## src/rtl/dmem_lsu.sv

```systemverilog
// Load/store unit: turns one RV32I byte-addressed load/store into word-aligned
// DMEM reads/writes (read-modify-write for sub-word, split for word-crossing).
module dmem_lsu #(
   parameter int DATA_LENGTH      = 32,
   parameter int DMEM_ADDR_LENGTH = 32,
   parameter int MEM_DEPTH        = 50
) (
   input  logic                        clk,
   input  logic                        rst,
   input  logic                        req_valid,
   output logic                        req_ready,
   input  logic                        req_we,
   input  logic [2:0]                  req_funct3,
   input  logic [DMEM_ADDR_LENGTH-1:0] req_addr,
   input  logic [DATA_LENGTH-1:0]      req_wdata,
   output logic                        resp_valid,
   output logic [DATA_LENGTH-1:0]      resp_rdata,
   output logic                        resp_err,
   output logic [DMEM_ADDR_LENGTH-1:0] addr,
   output logic [DATA_LENGTH-1:0]      dataW,
   output logic                        MemRW,
   input  logic [DATA_LENGTH-1:0]      dataR
);
   localparam int WW = DMEM_ADDR_LENGTH - 2;
   localparam int NB = DATA_LENGTH / 8;
   localparam logic [WW:0] DEPTH_W = (WW+1)'(MEM_DEPTH);

   typedef enum logic [2:0] {IDLE, RD_LO, RD_HI, WR_LO, WR_HI, RESP} state_t;
   state_t state_q, state_d;

   logic                   we_q;
   logic [2:0]             f3_q;
   logic [1:0]             off_q;
   logic                   cross_q;
   logic [WW-1:0]          w0_q;
   logic [DATA_LENGTH-1:0] wdata_q, lo_q, hi_q;

   logic                        resp_valid_q, resp_valid_d;
   logic                        resp_err_q, resp_err_d;
   logic [DATA_LENGTH-1:0]      resp_rdata_q, resp_rdata_d;
   logic [DMEM_ADDR_LENGTH-1:0] addr_q, addr_d;
   logic [DATA_LENGTH-1:0]      dataW_q, dataW_d;
   logic                        memrw_q, memrw_d;

   logic [1:0]    req_off;
   logic [2:0]    req_size;
   logic          req_cross;
   logic [WW-1:0] req_w0;
   logic [WW:0]   req_w1;
   logic          req_f3_ok;
   logic          req_err;

   always_comb begin
      req_off = req_addr[1:0];
      case (req_funct3[1:0])
         2'b00:   req_size = 3'd1;
         2'b01:   req_size = 3'd2;
         default: req_size = 3'd4;
      endcase
      req_cross = (({1'b0, req_off} + req_size) > 3'd4);
      req_w0    = req_addr[DMEM_ADDR_LENGTH-1:2];
      req_w1    = {1'b0, req_w0} + (WW+1)'(1);
      if (req_we)
         req_f3_ok = req_funct3 inside {3'b000, 3'b001, 3'b010};
      else
         req_f3_ok = req_funct3 inside {3'b000, 3'b001, 3'b010, 3'b100, 3'b101};
      req_err = !req_f3_ok || ({1'b0, req_w0} >= DEPTH_W) || (req_cross && (req_w1 >= DEPTH_W));
   end

   // The word read in the current cycle is used directly, so lo/hi need no extra cycle
   logic [DATA_LENGTH-1:0]   lo_cur, hi_cur, win_lo, load_ext;
   logic [2*DATA_LENGTH-1:0] win, wsh, merged;
   logic [4:0]               sh;
   logic [NB-1:0]            size_mask;
   logic [2*NB-1:0]          bmask;
   logic [WW-1:0]            cur_w0, cur_w1;

   assign lo_cur = (state_q == RD_LO) ? dataR : lo_q;
   assign hi_cur = (state_q == RD_HI) ? dataR : hi_q;
   assign win    = {hi_cur, lo_cur};
   assign sh     = {off_q, 3'b000};
   assign win_lo = DATA_LENGTH'(win >> sh);
   assign wsh    = {{DATA_LENGTH{1'b0}}, wdata_q} << sh;
   assign bmask  = {{NB{1'b0}}, size_mask} << off_q;
   assign cur_w0 = (state_q == IDLE) ? req_w0 : w0_q;
   assign cur_w1 = cur_w0 + WW'(1);

   always_comb begin
      case (f3_q[1:0])
         2'b00:   size_mask = NB'(1);
         2'b01:   size_mask = NB'(3);
         default: size_mask = '1;
      endcase
   end

   genvar gi;
   generate
      for (gi = 0; gi < 2*NB; gi++) begin : g_merge
         assign merged[8*gi +: 8] = bmask[gi] ? wsh[8*gi +: 8] : win[8*gi +: 8];
      end
   endgenerate

   always_comb begin
      case (f3_q)
         3'b000:  load_ext = {{(DATA_LENGTH-8){win_lo[7]}}, win_lo[7:0]};
         3'b001:  load_ext = {{(DATA_LENGTH-16){win_lo[15]}}, win_lo[15:0]};
         3'b100:  load_ext = {{(DATA_LENGTH-8){1'b0}}, win_lo[7:0]};
         3'b101:  load_ext = {{(DATA_LENGTH-16){1'b0}}, win_lo[15:0]};
         default: load_ext = win_lo;
      endcase
   end

   always_comb begin
      state_d = state_q;
      case (state_q)
         IDLE: begin
            if (req_valid) begin
               if (req_err)
                  state_d = RESP;
               else if (req_we && req_funct3 == 3'b010 && req_off == 2'b00)
                  state_d = WR_LO;
               else
                  state_d = RD_LO;
            end
         end
         RD_LO:   state_d = cross_q ? RD_HI : (we_q ? WR_LO : RESP);
         RD_HI:   state_d = we_q ? WR_LO : RESP;
         WR_LO:   state_d = cross_q ? WR_HI : RESP;
         WR_HI:   state_d = RESP;
         RESP:    state_d = IDLE;
         default: state_d = IDLE;
      endcase
   end

   // Outputs are registered, so they are computed from the state being entered
   always_comb begin
      addr_d       = addr_q;
      dataW_d      = dataW_q;
      memrw_d      = 1'b0;
      resp_valid_d = 1'b0;
      resp_err_d   = 1'b0;
      resp_rdata_d = '0;
      case (state_d)
         RD_LO: addr_d = {cur_w0, 2'b00};
         RD_HI: addr_d = {cur_w1, 2'b00};
         WR_LO: begin
            addr_d  = {cur_w0, 2'b00};
            memrw_d = 1'b1;
            dataW_d = (state_q == IDLE) ? req_wdata : merged[DATA_LENGTH-1:0];
         end
         WR_HI: begin
            addr_d  = {cur_w1, 2'b00};
            memrw_d = 1'b1;
            dataW_d = merged[2*DATA_LENGTH-1:DATA_LENGTH];
         end
         RESP: begin
            resp_valid_d = 1'b1;
            resp_err_d   = (state_q == IDLE);
            if (!we_q && (state_q inside {RD_LO, RD_HI}))
               resp_rdata_d = load_ext;
         end
         default: ;
      endcase
   end

   always_ff @(posedge clk or posedge rst) begin
      if (rst) begin
         state_q      <= IDLE;
         we_q         <= 1'b0;
         f3_q         <= '0;
         off_q        <= '0;
         cross_q      <= 1'b0;
         w0_q         <= '0;
         wdata_q      <= '0;
         lo_q         <= '0;
         hi_q         <= '0;
         resp_valid_q <= 1'b0;
         resp_err_q   <= 1'b0;
         resp_rdata_q <= '0;
         addr_q       <= '0;
         dataW_q      <= '0;
         memrw_q      <= 1'b0;
      end else begin
         state_q      <= state_d;
         resp_valid_q <= resp_valid_d;
         resp_err_q   <= resp_err_d;
         resp_rdata_q <= resp_rdata_d;
         addr_q       <= addr_d;
         dataW_q      <= dataW_d;
         memrw_q      <= memrw_d;
         if (state_q == RD_LO) lo_q <= dataR;
         if (state_q == RD_HI) hi_q <= dataR;
         if (state_q == IDLE && req_valid) begin
            we_q    <= req_we;
            f3_q    <= req_funct3;
            off_q   <= req_off;
            cross_q <= req_cross;
            w0_q    <= req_w0;
            wdata_q <= req_wdata;
         end
      end
   end

   assign req_ready  = (state_q == IDLE) && !rst;
   assign resp_valid = resp_valid_q;
   assign resp_err   = resp_err_q;
   assign resp_rdata = resp_rdata_q;
   assign addr       = addr_q;
   assign dataW      = dataW_q;
   assign MemRW      = memrw_q;
endmodule

```

## config.mk

```make
export PLATFORM = sky130hd
export DESIGN_NAME = dmem_lsu
export DESIGN_NICKNAME = d
export VERILOG_FILES = /design/src/rtl/dmem_lsu.sv
export SDC_FILE = /design/constraint.sdc
export NUM_CORES = 1
export LEC_CHECK = 0
export BUFFER_PORTS_ARGS = -buffer_cell sky130_fd_sc_hd__clkbuf_2
export CAP_MARGIN = 20
export CELL_PAD_IN_SITES_DETAIL_PLACEMENT = 1
export CELL_PAD_IN_SITES_GLOBAL_PLACEMENT = 1
export CORE_MARGIN = 4
export CORE_UTILIZATION = 40
export CTS_BUF_LIST = sky130_fd_sc_hd__clkbuf_4 sky130_fd_sc_hd__clkbuf_8 sky130_fd_sc_hd__clkbuf_16
export DETAILED_ROUTE_END_ITERATION = 8
export HOLD_SLACK_MARGIN = 0.15
export PLACE_DENSITY = 0.83
export SYNTH_ARGS = -nofsm -noshare
export SYNTH_HDL_FRONTEND = slang
export SYNTH_SLANG_ARGS = --single-unit
```

## constraint.sdc

```tcl
create_clock -name clk -period 7.8 [get_ports clk]
set_input_delay 1.56 -clock clk [delete_from_list [all_inputs] [get_ports clk]]
set_output_delay 1.56 -clock clk [all_outputs]
set_load 0.05 [all_outputs]
```

Yosys cells after proc, flatten, opt, wreduce, memory -nomap -nowiden

Index checks and enable logic that the tools add are counted.

$add $sub $neg: 3
Multiply operators: 0
Div/mod/pow operators: 0
Magnitude comparators: 3
Equality and inequality tests: 18
Shifts and indexed selects: 3
Mux-type cells: 30
Bitwise logic cells: 0
Reductions and logical operators: 25

Operators with widths:

| operator                | number |
|---|---|
| $mux W32                | 5 |
| $pmux W32 S2            | 2 |
| $pmux W32 S4            | 1 |
| $mux W8                 | 8 |
| $shl A32 B5 Y64         | 1 |
| $shr A64 B5 Y32         | 1 |
| $add A30 B1 Y31 const B | 1 |
| $ge A31 B6 Y1 const B   | 1 |
| $add A30 B1 Y30 const B | 1 |
| $ge A30 B6 Y1 const B   | 1 |
| $mux W30                | 1 |
| $eq A3 B3 Y1 const B    | 7 |
| $eq A3 B2 Y1 const B    | 5 |
| $pmux W3 S5             | 1 |
| $eq A3 B1 Y1 const B    | 4 |
| $mux W3                 | 4 |
| $logic_not A3 Y1        | 3 |
| $pmux W4 S2             | 1 |
| $shl A4 B2 Y8           | 1 |
| $logic_and A1 B1 Y1     | 6 |
| $logic_not A2 Y1        | 3 |
| $pmux W3 S2             | 1 |
| $reduce_bool A2 Y1      | 3 |
| $reduce_or A2 Y1        | 3 |
| 9 further kinds         | 17 |

Register bits after elaboration: 235
Latch bits: 0
Bits in writable memories: 0
Bits in read-only memories: 0
Output and inout bits: 100
Word-level logic and storage cells: 97
Memories: 0

Logic depth before layout (Yosys ltp)

Gate-level depths: netlist (run 1).

Depth in word-level cells: 12
Gate-level depth with buffers: 16
Mapped depth without buffers: 12

Least setup slack after synthesis (run 1)

No wires, ideal clock.

Path type: input to register
Start point: input port req_addr[2]
End point: register addr_q[15] (netlist: addr[15])
Library setup time: 0.125 ns
Data arrival time: 4.037 ns
Data required time: 7.675 ns
Slack: 3.638 ns
Stages on the path: 12
Path buffers: 1
Path through: inv_1 ha_1 or4b_2 o221ai_1 o31ai_1 nand4bb_1 nand2_1 inv_1 a211o_1 buf_4 nand2_4 mux2_2

Word-level cells in the longest chain between the ends: 10
Elaborated cells on any way between the ends: 19

RTL lines:

| what                                                      | line | source |
|---|---|---|
| start, declared                                           | 14   | `input logic [DMEM_ADDR_LENGTH-1:0] req_addr,` |
| $add A30 B1 Y31                                           | 62   | `req_w1 = {1'b0, req_w0} + (WW+1)'(1);` |
| $ge A31 B6 Y1                                             | 67   | `req_err = !req_f3_ok \|\| ({1'b0, req_w0} >= DEPTH_W) \|\| (req_cross && (req_w1 >= DEPTH_W));` |
| $logic_and A1 B1 Y1                                       | 67   |  |
| $logic_or A1 B1 Y1                                        | 67   |  |
| $mux W3                                                   | 118  | `if (req_err)` |
| $mux W3                                                   | 117  | `if (req_valid) begin` |
| $pmux W3 S5                                               | 115  | `case (state_q)` |
| $eq A3 B3 Y1 (tied with other cells)                      | 143  | `case (state_d)` |
| $reduce_or A2 Y1 (no line)                                | --   |  |
| $pmux W32 S2 / $reduce_bool A2 Y1 (equally long branches) | --   |  |
| end signal, assigned                                      | 188  | `addr_q <= addr_d;` |
| end, declared                                             | 41   | `logic [DMEM_ADDR_LENGTH-1:0] addr_q, addr_d;` |

Several ways; a longest one is shown, not always the timed one. The select of a mux whose other input is x is not followed.
A chain may end at the register's enable or synchronous reset.

Worst setup path in the final report (run 1)

Start point: input port req_addr[2]
End point: register addr_q[7] (netlist: addr[7])

The elaborated chain is that of the path after synthesis.

==> results of run 1 <==
==> kinds of logic (layout without fill, tap and decap cells) <==
family          after synthesis  count (layout)
mux                         199             199
compound gates              304             304
xor+xnor                     28              28
fa+ha+maj                     6               6
simple gates                530             530
flops                       233             233
other cells                   1               2
buf+inv                     163             327
==> synth_stat cells, drive strengths merged, types with 10 or more instances <==
cell type  number  share of area [%]
a211oi         41                2.4
a21oi         101                3.8
a22oi          11               0.62
buf            35                1.5
clkbuf         63                1.8
dfrtp         233                 44
inv            65                1.8
mux2           74                6.2
mux2i         125                9.4
nand2         286                8.1
nand2b         10               0.47
nand3          22               0.86
nor2          123                3.5
nor2b          12               0.56
nor3           21               0.79
o211ai         14               0.79
o21ai          50                1.9
o221a          20                1.8
o221ai         12               0.79
xnor2          19                1.2
==> how the worst max path moves through the flow <==
stage | start | endpoint | slack [ns] | depth (start not counted)
2_1_floorplan | rst | MemRW | 3.19 | 1
3_3_place_gp | req_addr[8] | dataW[19] | 2.81 | 10
3_5_place_dp | req_addr[2] | addr[10] | 2.79 | 12
4_1_cts | req_addr[2] | addr[7] | 3.37 | 12
5_1_grt | req_addr[2] | addr[7] | 3.13 | 12
6_report | req_addr[2] | addr[7] | 3.32 | 12
==> through the flow <==
step	cells	total power [uW]	hold WS, ns	cell area (um2)
after floorplan	1465	5558	0.4403	13350
after global placement	2026	6754	0.4549	14640
after detailed placement	2026	6959	0.4705	14640
after CTS	2070	8225	0.4867	15480
after global routing	2071	8730	0.5081	15490
final	2071	8248	0.4831	15490
==> layout make-up <==
class,count,area [um2],area share (%)
clock buffers,37,782.0,5.048
clock inverters,7,60.06,0.3877
inverters,65,247.7,1.599
multi-input cells,1069,6860,44.29
flip-flops and latches,233,5836,37.67
well taps,442,553.0,3.570
repair buffers,218,1152,7.439
==> sequential cells by signal (all words and copies together) (netlist names), 2 cells and up <==
signal      cells
addr           30
dataW          32
f3_q            3
hi_q           32
lo_q           32
off_q           2
resp_rdata     32
state_q         3
w0_q           30
wdata_q        32
==> cell usage in the layout, fill, tap and decap left out, types with 4 or more instances in the layout <==
cell,count
a31oi_1,6
nand2_1,283
o221ai_1,12
mux2_2,74
ha_1,5
clkbuf_4,5
a211o_1,6
o221a_2,18
clkbuf_8,5
nand4_1,6
o21ai_0,49
nor3b_1,5
and3_1,6
nor2_1,120
xnor2_1,19
a221o_1,6
and4_1,5
a22oi_1,11
o211ai_1,14
nor2b_1,12
o21a_1,7
dfrtp_1,231
and2_1,7
nand3_1,21
clkbuf_2,200
clkbuf_16,27
xor2_1,9
nand2b_1,10
nor3_1,20
mux2i_1,125
a21oi_1,99
buf_4,16
a21o_1,4
inv_1,64
nor4_1,9
a211oi_1,39
==> metal layers <==
layer	vias up	track usage [%]	routed length, um
met5	-	0	60
met4	8	7.707	1507
met3	95	4.540	2867
met2	405	46.19	24630
met1	6158	35.32	20990
li1	5411	-	-
==> critical path, stage by stage <==
cell,delay [ns]
clkbuf_2,0.15
inv_1,0.09
ha_1,0.30
or4b_2,0.59
o221ai_1,0.25
o31ai_1,0.13
nand4bb_1,0.21
nand2_1,0.23
and3_1,0.49
buf_4,0.38
a21oi_2,0.13
a221o_1,0.39
==> power by group through the flow <==
stage / Clock (uW) / Combinational (uW) / Sequential (uW)
final: 1230 / 4730 / 2290
after global routing: 1300 / 5080 / 2350
after CTS: 1240 / 4700 / 2280
after detailed placement: 0 / 4670 / 2290
after global placement: 0 / 4500 / 2250
after floorplan: 0 / 2750 / 2810
==> results.md, run 1 <==
* Tcrit/Tclk final at about 57%
* # diodes at 0
* CTS tree: done
* Hold Crit Start: w0_q[17]
* Placement Setup Slack at 2.792 ns
* Xor and xnor area share after synthesis at 1.839%
* RSZ-0062 raised after global routing: no
* Internal at 4043 uW
* Core region area at 0.03270 mm2
* Leak pwr at 0.007398 uW
* H-tree depth at 1
* Worst setup margin at 3.321 ns
* Kind of critical path: in2reg
* Post-synthesis cell count at 1464
* First-pass GRT wire length at 76870 um
* Resize count post-CTS at 0
* Vias post-DR at 12.08k
* Post-synth EDFFs at 0
* CTS Sinks at around 230
* Largest net degree at the start of global routing at 144
* # IOs at 203
* Least-Margin Pin Slew at 1.017 ns
* Hpwl dp at 36540 um
* Routed WL at 50050 um
* Switching share of power at 50.98%
* Sequential power share at approximately 28%
* Setup violators final at 0
* Initial detailed-routing violation count at 924
* CTS Hold Bufs at 0
* TritonCTS Buffers at 27
* Sequential-to-total area share from yosys stat at 43.71%
* Synth Warn # at 0
* Largest family of logic cells by synthesized area: simple AND/OR/NAND/NOR gates
* Minimum clock period at 4.479 ns
* Fin Setup TNS at 0 ns
* Critical Path Sink Type: register
* Vias/cell at 5.831
* Antenna violations before repair at 4
* Initial Utilization at 40.79%
* Post-synthesis cell type count at just over 80
* Worst VDD drop at 0.2653 mV
* Nets at about 1.7k
* R2R Setup Slk at 3.74 ns
* Clock transition at path regs at 0.06 ns
* Register bit total from synthesis at 233
* Remaining DRCs at 0
* Max clock buf depth at 3
* Clock root buffer master: clkbuf_16
* Post-synthesis mux area share at approximately 16%
* Data required time of the critical path at 8.24 ns
* Clk pwr share at between 10% and 20%
* First-pass DRT Iterations at 5
* Combinational share of power at 57.3%
* Hold WC Path Type: reg2reg
* Area Growth Syn to Fin at 16.14%
* Skew-Pair Late Insertion Delay at between 0.5 and 0.6 ns
* Vias in the first global route at around 13k
* Fmax at 223.3 MHz
* Post-synthesis simple-gate area fraction at 17.38%
* Post-Route Utilization at between 40% and 50%
* Cell depth of the worst hold path at 2
* Net Sw Power at between 4000 and 5000 uW
* Die width at approximately 190 um
* DIE AREA at around 0.036 mm2
* Hold EP: w0_q[17]
* Top_reg_cell synth: dfrtp_1
* Maximum fanout along the worst path at 17
* Post-Synth Adder-Cell Area at 0.6191%
* Die height at 190.6 um
* Synth Area in Compound Gates at 15.66%
* Port bufs at 200
* CP Launch Type: primary input
* Max Slew Vio Count at 0
* Gpl congestion at 0.9379
* Post-synth ARST share at 100.0%
* Max-cap violations at 0
* Synth Cell Area at 0.01334 mm2
* Clock Skew at 0.01322 ns
* R2R cell count at 8
* Post-CTS setup buffer count at 0
* Routed len/inst at roughly 24 um
* Gr usage total at 26.96%
* Final hold vios at 0
* Syn avg cell area at slightly above 9 um2
* Outcome: finished, final reports clean
* Layout cells sized above 1 at 23.70%
* Pwr Density at roughly 530 mW/mm2
* Num rows at 66
* WP data arrival at a little under 5 ns
* Fill cells at around 3.9k
* Max-slew headroom at roughly a third
* Antenna-violating nets left at 0
* RR Endpoint: addr[7]
* Beginning of the worst register-to-register path: state_q[0]
* Remaining global-route overflow at 0
Power figures use the tool's default switching activity.
==> inputs of run 2 (changes only) <==
--- a/config.mk
+++ b/config.mk
@@ -10,11 +10,11 @@
 export CELL_PAD_IN_SITES_DETAIL_PLACEMENT = 1
 export CELL_PAD_IN_SITES_GLOBAL_PLACEMENT = 1
 export CORE_MARGIN = 4
-export CORE_UTILIZATION = 40
+export CORE_UTILIZATION = 44
 export CTS_BUF_LIST = sky130_fd_sc_hd__clkbuf_4 sky130_fd_sc_hd__clkbuf_8 sky130_fd_sc_hd__clkbuf_16
 export DETAILED_ROUTE_END_ITERATION = 8
 export HOLD_SLACK_MARGIN = 0.15
-export PLACE_DENSITY = 0.83
+export PLACE_DENSITY = 0.87
 export SYNTH_ARGS = -nofsm -noshare
 export SYNTH_HDL_FRONTEND = slang
 export SYNTH_SLANG_ARGS = --single-unit
==> constraint.sdc (replaced) <==
create_clock -name clk -period 4.7 [get_ports clk]
set_input_delay 0.94 -clock clk [delete_from_list [all_inputs] [get_ports clk]]
set_output_delay 0.94 -clock clk [all_outputs]
set_load 0.05 [all_outputs]
==> results.md, run 2 (same netlist as run 1, synthesis figures left out) <==
* Final hold vios at 0
* Fmax at 267.4 MHz
* Area Growth Syn to Fin at 17.09%
* Tcrit/Tclk final at between 70 and 80%
* Core region area at 0.02980 mm2
* Pwr Density at 894.2 mW/mm2
* CP Launch Type: primary input
* Data required time of the critical path at 5.18 ns
* Switching share of power at 50.58%
* First-pass GRT wire length at 78400 um
* Outcome: finished, final reports clean
* Vias/cell at between 6 and 7
* First-pass DRT Iterations at 7
* DIE AREA at between 0.03 and 0.04 mm2
* Nets at 1734
* Setup violators final at 0
* Largest net degree at the start of global routing at 130
* Dpl cells at 1986
* Net Sw Power at 7063 uW
* Commonest non-fill, non-tap cell in the layout: nand2_1
* Antenna-violating nets left at 0
* Die height at 182.1 um
* Internal at a little under 7000 uW
* Kind of critical path: in2reg
* TritonCTS Buffers at 27
* Clock Skew at 0.01515 ns
* Post-CTS setup buffer count at 0
* Vias post-DR at roughly 12k
* Least-Margin Pin Slew at approximately 1.1 ns
* Hold WC Path Type: reg2reg
* Max-slew headroom at 25.64%
* Clock transition at path regs at 0.06 ns
* Port bufs at 200
* Clk pwr share at 15.7%
* Leak pwr at 0.007494 uW
* Antenna violations before repair at 1
* Critical Path Sink Type: register
* Combinational share of power at 57.2%
* Minimum clock period at 3.739 ns
* Max-cap violations at 0
* Max Slew Vio Count at 0
* Initial detailed-routing violation count at 1042
* H-tree depth at 1
* Power, Total at about 14000 uW
* CTS Hold Bufs at 0
* Maximum fanout along the worst path at 19
* Routed WL at 50050 um
* R2R cell count at 10
* Routed len/inst at 24.60 um
* Skew-Pair Late Insertion Delay at 0.54 ns
* Most frequent cells in the layout: 283 x nand2_1, 231 x dfrtp_1, 200 x clkbuf_2, 125 x mux2i_1, 121 x nor2_1
* Finished Layout Cells at between 2k and 2.5k
* WP data arrival at 4.22 ns
* Cell depth of the worst hold path at 2
* RSZ-0062 raised after global routing: no
* Initial Utilization at 44.76%
* Routing usage on met2 at 48.78%
* Gr usage total at 29.68%
* Post-Route Utilization at 52.41%
* Remaining global-route overflow at 0
* Max clock buf depth at 3
* Layout cells sized above 1 at 24.38%
* Remaining DRCs at 0
* Vias in the first global route at 13.27k
* Met3 usage at 5.382%
* Resize count post-CTS at 0
* GR Layer Usage met1 at between 30% and 40%
* Fin Setup TNS at 0 ns
* Num rows at 63
* # diodes at 0
* CTS Sinks at 233
* # IOs at slightly above 200
* Clock root buffer master: clkbuf_16
* Hpwl dp at 35950 um
* Worst VDD drop at 0.4052 mV
* GR peak layer: met2
* Die width at 182.1 um
* Sequential power share at 27.2%
* Gpl congestion at 0.9315
* CTS tree: done
==> run 2: cell types whose count changed in the layout (fill, tap and decap cells not counted), sizes merged <==
cell | before | now
buf | 18 | 29
bufinv | 0 | 2
clkbuf | 237 | 235
clkinvlp | 2 | 4
inv | 65 | 68
==> run 2: layout make-up <==
cell class              count  area (um2)
clock buffers              35       773.2
inverters                  65       247.7
multi-input cells        1069        6858
repair buffers            229        1269
fillers                  3479       14180
clock inverters            14       146.4
well taps                 390       488.0
flip-flops and latches    233        5836
==> run 2: path summary, 6_finish.rpt <==
path	startpoint	end	slack, ns
max reg2reg	state_q[0]	addr[31]	1.05
min in group asynchronous	rst	hi_q[1]	0.57
max in group asynchronous	rst	resp_rdata[21]	3.48
max	req_addr[2]	dataW[19]	0.96
min reg2reg	w0_q[18]	w0_q[18]	0.48
min	w0_q[18]	w0_q[18]	0.48
==> run 2: stage by stage <==
stage | instance area, um2 | worst slack (ns) | hold slack [ns]
after floorplan | 13350 | 0.7101 | 0.4403
after global placement | 14700 | 0.6247 | 0.4592
after detailed placement | 14700 | 0.5034 | 0.4645
after CTS | 15620 | 1.043 | 0.4799
after global routing | 15620 | 0.8262 | 0.5085
final | 15620 | 0.9609 | 0.4809
==> run 2: worst max-delay path, cell delays in order <==
cell      delay [ns]
clkbuf_2        0.15
inv_1           0.10
ha_1            0.32
or4b_2          0.60
o221ai_1        0.29
nor3_1          0.12
nor4b_2         0.30
a31o_4          0.26
a21bo_1         0.27
a21o_2          0.42
buf_12          0.22
o221a_2         0.21
==> run 2: power groups by stage <==
| stage | logic (uW) | clock network (uW) | registers, uW |
|---|---|---|---|
| 2_1_floorplan | 4560 | 0 | 4660 |
| 3_3_place_gp | 7530 | 0 | 3730 |
| 3_5_place_dp | 7830 | 0 | 3780 |
| 4_1_cts | 7910 | 2200 | 3760 |
| 5_1_grt | 8540 | 2290 | 3890 |
| 6_report | 7990 | 2190 | 3790 |
==> run 2: routing by layer <==
layer | vias up | part of all wire, %
li1 | 5423 | -
met1 | 6266 | 41
met2 | 590 | 47
met3 | 143 | 7.4
met4 | 2 | 4.1
met5 | - | 0.016
==> inputs of run 3 (changes only) <==
--- a/config.mk
+++ b/config.mk
@@ -10,11 +10,11 @@
 export CELL_PAD_IN_SITES_DETAIL_PLACEMENT = 1
 export CELL_PAD_IN_SITES_GLOBAL_PLACEMENT = 1
 export CORE_MARGIN = 4
-export CORE_UTILIZATION = 44
+export CORE_UTILIZATION = 40
 export CTS_BUF_LIST = sky130_fd_sc_hd__clkbuf_4 sky130_fd_sc_hd__clkbuf_8 sky130_fd_sc_hd__clkbuf_16
 export DETAILED_ROUTE_END_ITERATION = 8
 export HOLD_SLACK_MARGIN = 0.15
-export PLACE_DENSITY = 0.87
+export PLACE_DENSITY = 0.83
 export SYNTH_ARGS = -nofsm -noshare
 export SYNTH_HDL_FRONTEND = slang
 export SYNTH_SLANG_ARGS = --single-unit
==> constraint.sdc (replaced) <==
create_clock -name clk -period 3 [get_ports clk]
set_input_delay 0.6 -clock clk [delete_from_list [all_inputs] [get_ports clk]]
set_output_delay 0.6 -clock clk [all_outputs]
set_load 0.05 [all_outputs]
==> results.md, run 3 (same netlist as run 1, synthesis figures left out) <==
* Maximum fanout along the worst path at 16
* # IOs at 203
* Num rows at between 60 and 70
* Remaining global-route overflow at 0
* Fin Setup TNS at 0 ns
* Setup violators final at 0
* Minimum clock period at between 2 and 3 ns
* Vias in the first global route at roughly 14k
* Worst setup margin at ~0.04 ns
* Leak pwr at 0.008251 uW
* Die width at 190.6 um
* Remaining DRCs at 0
* Vias post-DR at approximately 13k
* Antenna violations before repair at 5
* Vias/cell at 5.894
* Most frequent cells in the layout: 281 x nand2_1, 228 x dfrtp_1, 199 x clkbuf_2, 144 x buf_4, 125 x mux2i_1
* Data required time of the critical path at 3.39 ns
* Power, Total at 23710 uW
* Core region area at between 0.03 and 0.04 mm2
* Initial Utilization at 40.79%
* Gpl congestion at 0.9034
* CP Launch Type: register
* WP data arrival at 3.35 ns
* Port bufs at 200
* Critical Path Sink Type: register
* CTS Hold Bufs at 0
* CP dominant cell by count: buf_4
* CP max stage cell: dfrtp_2
* Largest net degree at the start of global routing at approximately 130
* Antenna-violating nets left at 0
* CP top delay family: compound AO/OA/AOI/OAI gates
* Slowest stage delay, CP at 0.49 ns
* Nets at between 1.5k and 2k
* Routed WL at 55110 um
* CTS Sinks at roughly 230
* Clock root buffer master: clkbuf_16
* Fmax at 337.8 MHz
* Initial detailed-routing violation count at 1043
* Hpwl dp at 39330 um
* Max clock buf depth at 3
* DIE AREA at approximately 0.036 mm2
* Max Slew Vio Count at 0
* Least-Margin Pin Slew at a little over 0.9 ns
* Placement Setup Slack at -0.5089 ns
* TritonCTS Buffers at 27
* First-pass DRT Iterations at 5
* Die height at 190.6 um
* Routed len/inst at 24.84 um
* H-tree depth at 1
* Skew-Pair Late Insertion Delay at 0.56 ns
* Outcome: finished, final reports clean
* Post-Route Utilization at 52.28%
* Pwr Density at 1387 mW/mm2
* CP cell instances: buf_4 > nor3b_4 > buf_4 > mux2_2 > nor2_1 > a211oi_1 > a21oi_1 > nor2b_1 > a211oi_1 > o21bai_1 > buf_4 > a21oi_1
* Area Growth Syn to Fin at 28.19%
* Tcrit/Tclk final at 98.69%
* Max-slew headroom at 39.38%
* Hold WC Path Type: in2async
* Layout cells sized above 1 at 31.51%
* Clock transition at path regs at 0.06 ns
* Kind of critical path: reg2reg
* First-pass GRT wire length at 83510 um
* Max-cap violations at 0
* Commonest non-fill, non-tap cell in the layout: nand2_1
* Final Hold Slack at 0.2092 ns
* Final hold vios at 0
* Worst VDD drop at 0.5487 mV
* Clock Skew at 0.02853 ns
* CTS tree: done
* Crit path buffers/inverters at 3
* Gr usage total at 29.28%
-- run 3: cell count changes in the layout (fill, tap and decap cells not counted), sizes merged --
cell	delta
buf	+127
clkinv	+2
clkinvlp	-2
diode	+2
or3	+2
bufinv	+1
inv	-1
-- run 3: repair_timing --
action                                  CTS  global route
hold endpoints to repair                  0             0
setup buffers                             0             4
pin swaps                                 0             2
resized for setup                         3            11
endpoints found under the setup margin    7            52
gates cloned                              0             2
-- run 3: layout make-up --
type | instances | area, um2
Clock buffer | 35 | 767.0
Timing Repair Buffer | 356 | 2307
Antenna cell | 2 | 5.005
Tap cell | 442 | 553.0
Sequential cell | 233 | 5839
Multi-Input combinational cell | 1071 | 7216
Clock inverter | 14 | 162.7
Fill cell | 3811 | 15600
Inverter | 65 | 247.7
-- run 3: routing by layer --
layer,track usage [%],share of wire (%),vias up
met5,0,0.071,-
met1,36.88,40,6586
met2,49.90,48,606
met4,12.27,4.7,6
met3,5.016,6.7,174
li1,-,-,5700
-- run 3: worst reg2reg max path, cell delays in order (launching register included) --
cell	delay, ns
dfrtp_2	0.49
buf_4	0.19
nor3b_4	0.23
buf_4	0.20
mux2_2	0.39
nor2_1	0.12
a211oi_1	0.07
a21oi_1	0.33
nor2b_1	0.19
a211oi_1	0.06
o21bai_1	0.15
buf_4	0.29
a21oi_1	0.11
-- run 3: metrics by stage --
| step | cell area [um2] | instances |
|---|---|---|
| 5_1_grt | 17100 | 2217 |
| 3_5_place_dp | 16070 | 2160 |
| 2_1_floorplan | 13750 | 1465 |
| 3_3_place_gp | 16070 | 2160 |
| 6_report | 17100 | 2218 |
| 4_1_cts | 17010 | 2209 |
-- run 3: worst paths after layout --
check	cells past startpoint	slack, ns	to	startpoint
max	12	0.04	resp_rdata[21]	state_q[2]
min	3	0.21	wdata_q[7]	rst
max reg2reg	12	0.04	resp_rdata[21]	state_q[2]
min reg2reg	2	0.48	w0_q[18]	w0_q[18]
max in group asynchronous	3	2.05	state_q[1]	rst
min in group clk	3	0.25	wdata_q[11]	req_wdata[11]
-- run 3: power breakdown --
part           internal, uW  switching [uW]
clock network          2070            1430
logic                  5120            9230
registers              4660            1210
